--- config.mk ---
export PLATFORM = sky130hd
export DESIGN_NAME = fpu_flag_status
export DESIGN_NICKNAME = d
export VERILOG_FILES = /design/src/rtl/fpu_flag_status.sv
export SDC_FILE = /design/constraint.sdc
export NUM_CORES = 1
export LEC_CHECK = 0
export BUFFER_PORTS_ARGS = -buffer_cell sky130_fd_sc_hd__buf_4
export CELL_PAD_IN_SITES_DETAIL_PLACEMENT = 1
export CELL_PAD_IN_SITES_GLOBAL_PLACEMENT = 1
export CORE_MARGIN = 3
export CORE_UTILIZATION = 41
export DETAILED_ROUTE_END_ITERATION = 8
export PLACE_DENSITY = 0.93
export SYNTH_ARGS = -nofsm -noshare
export SYNTH_HDL_FRONTEND = slang
export SYNTH_SLANG_ARGS = --single-unit
--- constraint.sdc ---
create_clock -name clk -period 2.75 [get_ports clk]
set_clock_uncertainty 0.2 [all_clocks]
set_input_delay 0.4125 -clock clk [delete_from_list [all_inputs] [get_ports clk]]
set_output_delay 0.4125 -clock clk [all_outputs]
set_load 0.02 [all_outputs]
--- src/rtl/fpu_flag_status.sv ---
// rtl/fpu_flag_status.sv - IEEE-754 exception status stage: sticky flags, cause, trap enables, trap handshake
module fpu_flag_status #(
    parameter int TAG_W = 5
) (
    input  logic             clk,
    input  logic             rst_n,
    input  logic             res_valid,
    input  logic [4:0]       res_flags,
    input  logic [TAG_W-1:0] res_tag,
    output logic             res_ready,
    input  logic             csr_we,
    input  logic [1:0]       csr_sel,
    input  logic [4:0]       csr_wdata,
    output logic [4:0]       csr_rdata,
    input  logic             flag_clr,
    output logic             trap_req,
    output logic [4:0]       trap_cause,
    output logic [TAG_W-1:0] trap_tag,
    input  logic             trap_ack
);

    typedef enum logic {IDLE, PEND} state_t;

    state_t     state;
    logic [4:0] flags;
    logic [4:0] trap_en;
    logic [4:0] cause;
    logic       accept;
    logic [4:0] hit;
    logic [4:0] flags_base;
    logic [4:0] flags_merge;

    assign accept = res_valid & res_ready;
    assign hit    = res_flags & trap_en;

    // Trapping bits stay out of the sticky set; the trap handler owns them.
    always_comb begin
        flags_base  = flags;
        flags_merge = '0;
        if (flag_clr) begin
            flags_base = '0;
        end else if (csr_we && csr_sel == 2'b00) begin
            flags_base = csr_wdata;
        end
        if (accept) begin
            flags_merge = res_flags & ~trap_en;
        end
    end

    always_comb begin
        csr_rdata = '0;
        case (csr_sel)
            2'b00:   csr_rdata = flags;
            2'b01:   csr_rdata = trap_en;
            2'b10:   csr_rdata = cause;
            default: csr_rdata = '0;
        endcase
    end

    always_ff @(posedge clk or negedge rst_n) begin
        if (!rst_n) begin
            state      <= IDLE;
            flags      <= '0;
            trap_en    <= '0;
            cause      <= '0;
            trap_cause <= '0;
            trap_tag   <= '0;
            res_ready  <= 1'b1;
            trap_req   <= 1'b0;
        end else begin
            flags <= flags_base | flags_merge;
            if (csr_we && csr_sel == 2'b01) begin
                trap_en <= csr_wdata;
            end
            case (state)
                IDLE: begin
                    if (accept) begin
                        cause <= res_flags;
                        if (|hit) begin
                            trap_cause <= hit;
                            trap_tag   <= res_tag;
                            state      <= PEND;
                            res_ready  <= 1'b0;
                            trap_req   <= 1'b1;
                        end
                    end
                end
                PEND: begin
                    if (trap_ack) begin
                        state     <= IDLE;
                        res_ready <= 1'b1;
                        trap_req  <= 1'b0;
                    end
                end
                default: begin
                    state     <= IDLE;
                    res_ready <= 1'b1;
                    trap_req  <= 1'b0;
                end
            endcase
        end
    end

endmodule
# --- Word level (Yosys, flattened, before mapping) ---
# Index checks and enable logic that the tools add are counted.
classes:
  eq_ne: 5
  mux: 16
  bitwise: 6
  reduce_logical: 7
ops:
  columns: ["operator", "n"]
  rows:
  - ["5-bit two-way mux", 3]
  - ["5-bit case mux with 3 select lines", 1]
  - ["5-bit AND", 2]
  - ["1-bit two-way mux", 9]
  - ["2-bit != test (second input constant)", 3]
  - ["1-bit case mux with 2 select lines", 3]
  - ["3-bit AND reduction", 2]
  - ["5-bit inverter", 1]
  - ["5-bit bitwise OR", 1]
  - ["5-bit OR reduction", 1]
  - ["2-bit by 1-bit == test with 1-bit output (second input constant)", 1]
  - ["2-bit == test (second input constant)", 1]
  - ["1-bit logical AND", 2]
  - ["2-bit logical NOT", 1]
  - ["2-bit AND reduction", 1]
  - ["1-bit AND", 1]
  - ["1-bit inverter", 1]
word_totals:
  regBits: 28
  input_bits: 23
  out_inout_bits: 17
  wordCells: 42

# --- Logic depth before layout (Yosys ltp) ---
depth:
  depth_word: 5
  mapped_depth: 4
  depth_no_buf: 3

# --- Least setup slack after synthesis ---
# No wires, ideal clock.
synth_path:
  path_type: "input to output"
  startpoint: "in csr_sel[0]"
  endpoint: "out csr_rdata[0]"
  arrival_time_ps: 1182
  required_ps: 2138
  slack_ps: 956
  path_stages: 3
  path_buffers: 1
  path_cell_list: "buf_2 > mux2i_1 > o21ai_0"
synth_via:
  elab_chain_cells: 2
  elab_cells_between_ends: 4
  classes_between: "2 x eq/ne; 1 x mux; 1 x reduce/logical"
synth_lines:
  columns: ["item", "line_no", "source"]
  rows:
  - ["start: declaration", "12", "input logic [1:0] csr_sel,"]
  - ["2-bit == test, or another cell as far along", "52", "case (csr_sel)"]
  - ["5-bit case mux with 3 select lines (*)", "52", null]
  - ["end: declaration", "14", "output logic [4:0] csr_rdata,"]
# Mark *: on every way between the ends. The rest lies on a longest branch, timed or not.

# --- Worst setup path after layout ---
layout_path:
  startpoint: "reg res_ready"
  endpoint: "reg trap_tag[3]"
layout_via:
  elab_chain_cells: 2
layout_lines:
  columns: ["item", "line_no", "source"]
  rows:
  - ["start: declaration", "10", "output logic res_ready,"]
  - ["start signal: assignment", "68", "res_ready <= 1'b1;"]
  - ["start signal: assignment", "83", "res_ready <= 1'b0;"]
  - ["start signal: assignment", "91", "res_ready <= 1'b1;"]
  - ["1-bit AND", "33", "assign accept = res_valid & res_ready;"]
  - ["3-bit AND reduction (no line)", null, null]
  - ["end signal: assignment", "81", "trap_tag <= res_tag;"]
  - ["end: declaration", "18", "output logic [TAG_W-1:0] trap_tag,"]
# Every way passes these cells.
# A chain may end at the register's enable or synchronous reset.

==> qor.txt <==
Clk Latency, worst-skew pair - 0.32 ns
Post-synth EDFFs - 0
Reg area - 702 µm²
area of the multi-input gates - 502 µm²
CTS Buf Count - 3
DRT Wirelength - 3210 µm
VDD IR max - 0.558 mV
fillers - 314
final worst slack - 0.828 ns
share of synthesized registers carrying an async set or reset - 1.00
post-synth top area share - 0.547
DR pass1 iterations - 4
CP max stage delay - 0.58 ns
P_leak - 0.768 nW
post-DR wirelength/cell - 18.2 µm
Max Cap Viol - 0
CP Launch Type - flip-flop
hold depth - 2
Crit path max-delay family - flip-flops
first-pass GRT wire length - 5290 µm
Iteration-0 DRC Markers - 23
top post-synthesis cells by area - dfrtp_1, mux2_2, mux2i_1
DP Wirelength - 2530 µm
Rows - 19
cell with the most instances after synthesis - dfrtp_1
synthesized area - 0.00123 mm²
Hold Startpoint - res_valid
class of the tightest hold or removal check - primary input to flip-flop
CTS sink count - 28
Worst EP arrival - 1.94 ns
Buffers on Ports - 39
slowest CP cell - dfstp_2
layout cells sized above 1 - 0.393
Fin. Hold Viols - 0
Synth Flop Type - dfrtp_1
area of the die - 0.00371 mm²
actual slew at the worst max-slew pin - 0.583 ns
Final TNS setup - 0 ns
chip height - 60.9 µm
fin nets - 169
Power Density - 786 mW/mm²
CTS root buf - clkbuf_4
Crit. End Element - flip-flop
initial antenna violation count - 0
largest net degree at the start of global routing - 29
clk buf depth - 2
Vias - 1008
Commonest cells post-synth - dfrtp_1, nand2_1, o21ai_0, mux2_2, mux2i_1
clock-pin slew on the worst setup and hold paths - 0.15 ns
ANT cells - 0
cell chain of the critical path - nand3b_1 -> a21oi_2 -> mux2_2
critical path required time - 2.77 ns
Max Clock Freq - 0.520 GHz
Yosys warnings - 0
GR Overflow Total - 0
post_cts resized - 0
CP startpoint - res_ready
Core Footprint - 0.00281 mm²
dominant cell type by area after synthesis - dfrtp_1
DRC violations left - 0
die outline width - 60.9 µm
RSZ-0062 raised after global routing - false
mean cell area of the mapped netlist - 12.0 µm²
RR Endpoint - trap_tag[3]
CP Max Fanout - 12
htree depth - 1
Gate Count Post-Synth - 103
Slew Viols, Final - 0
Netlist cell types - 21
Reg2Reg Launch Point - res_ready
total track usage - 0.195
# IOs - 40
Routed Antenna Nets - 0
outcome - complete, no violations
number of global-route vias before repair - 1103
Min-Delay Endpoint - res_ready
R2R setup slack - 0.83 ns
Crit Path Category - flip-flop to flip-flop
worst slack at placement - 0.780 ns
post-layout min period - 1.92 ns
vias per inst - 5.73
Final Power - 1.26 mW
Crit path buffers/inverters - 0
Area Overhead vs Synth - 29.9%
GP Congestion - 0.783
Final period util - 0.699
TritonCTS clock tree - yes
FF-to-FF path depth - 3
Seq/Total Area, Yosys - 0.568
starting density of the core - 0.440
slew margin rel. - 0.611
net count after synthesis - 126
synthesis-stage register bit count - 28
final setup fails - 0
[how the worst max path moves through the flow]
| stage | to | slack, ns | cells after the start |
|---|---|---|---|
| 2_1_floorplan | csr_rdata[0] | 0.96 | 3 |
| 3_3_place_gp | trap_tag[2] | 0.88 | 4 |
| 3_5_place_dp | trap_tag[2] | 0.78 | 4 |
| 4_1_cts | trap_tag[3] | 0.81 | 3 |
| 5_1_grt | trap_tag[4] | 0.69 | 3 |
| 6_report | trap_tag[3] | 0.83 | 3 |
[timing repair]
action,4_1_cts,5_1_grt
endpoints found under the hold margin,27,0
buffers inserted,0,0
hold buffers,1,0
[flip-flops by register name, summed over array words and instances, names as in the netlist]
| name | cells |
|---|---|
| cause | 5 |
| flags | 5 |
| trap_cause | 5 |
| trap_en | 5 |
| trap_tag | 5 |
| res_ready | 1 |
| state | 1 |
| trap_req | 1 |
[cells by family after synthesis]
| logic type | share of synthesized area |
|---|---|
| DFF | 0.568 |
| muxes | 0.172 |
| AOI/OAI and AO/OA | 0.158 |
| buffers and inverters | 0.0253 |
| and+or+nand+nor | 0.0760 |
[area by class of cell]
| class | count | share of cell area |
|---|---|---|
| Clock buffer | 4 | 0.0226 |
| Inverter | 6 | 0.0140 |
| Multi-Input combinational cell | 67 | 0.313 |
| Sequential cell | 28 | 0.438 |
| Tap cell | 31 | 0.0242 |
| Timing Repair Buffer | 40 | 0.189 |
[report_power, final]
group,total (mW),internal [mW],switching [mW]
clock network,0.196,0.0810,0.116
logic,0.439,0.213,0.226
registers,0.626,0.532,0.0934
total,1.26,0.826,0.435
[worst reg2reg max path, stage by stage, from the launching register on]
cell and delay, ns:
dfstp_2 0.58, nand3b_1 0.30, a21oi_2 0.36, mux2_2 0.38
[cell usage in the layout, fill, tap and decap left out, types with 2 or more instances in the layout]
master	netlist	layout
buf_4	0	39
dfrtp_1	27	27
nand2_1	15	15
o21ai_0	11	11
mux2i_1	10	10
mux2_2	10	10
inv_1	6	6
o32ai_1	5	5
a32o_1	5	5
clkbuf_4	0	3
nand3b_1	2	2
[per-layer routing]
metal  global-route usage  up-vias  share of wire
li1                     -      466              -
met1                0.238      499           0.41
met2                0.348       35           0.52
met3               0.0255        8          0.053
met4               0.0743        0          0.019
met5                    0        -              0
[stage by stage]
| step | utilization | hold WS (ns) | cell area [µm²] | std cells |
|---|---|---|---|---|
| finish | 0.572 | 0.0529 | 1600 | 176 |
| global route | 0.572 | 0.0460 | 1600 | 176 |
| CTS | 0.572 | 0.0470 | 1600 | 176 |
| detailed placement | 0.555 | 0.150 | 1560 | 171 |
| global placement | 0.555 | 0.142 | 1560 | 171 |
| floorplan | - | -0.0831 | 1230 | 103 |
No activity file was read; power rests on OpenSTA's default activity.
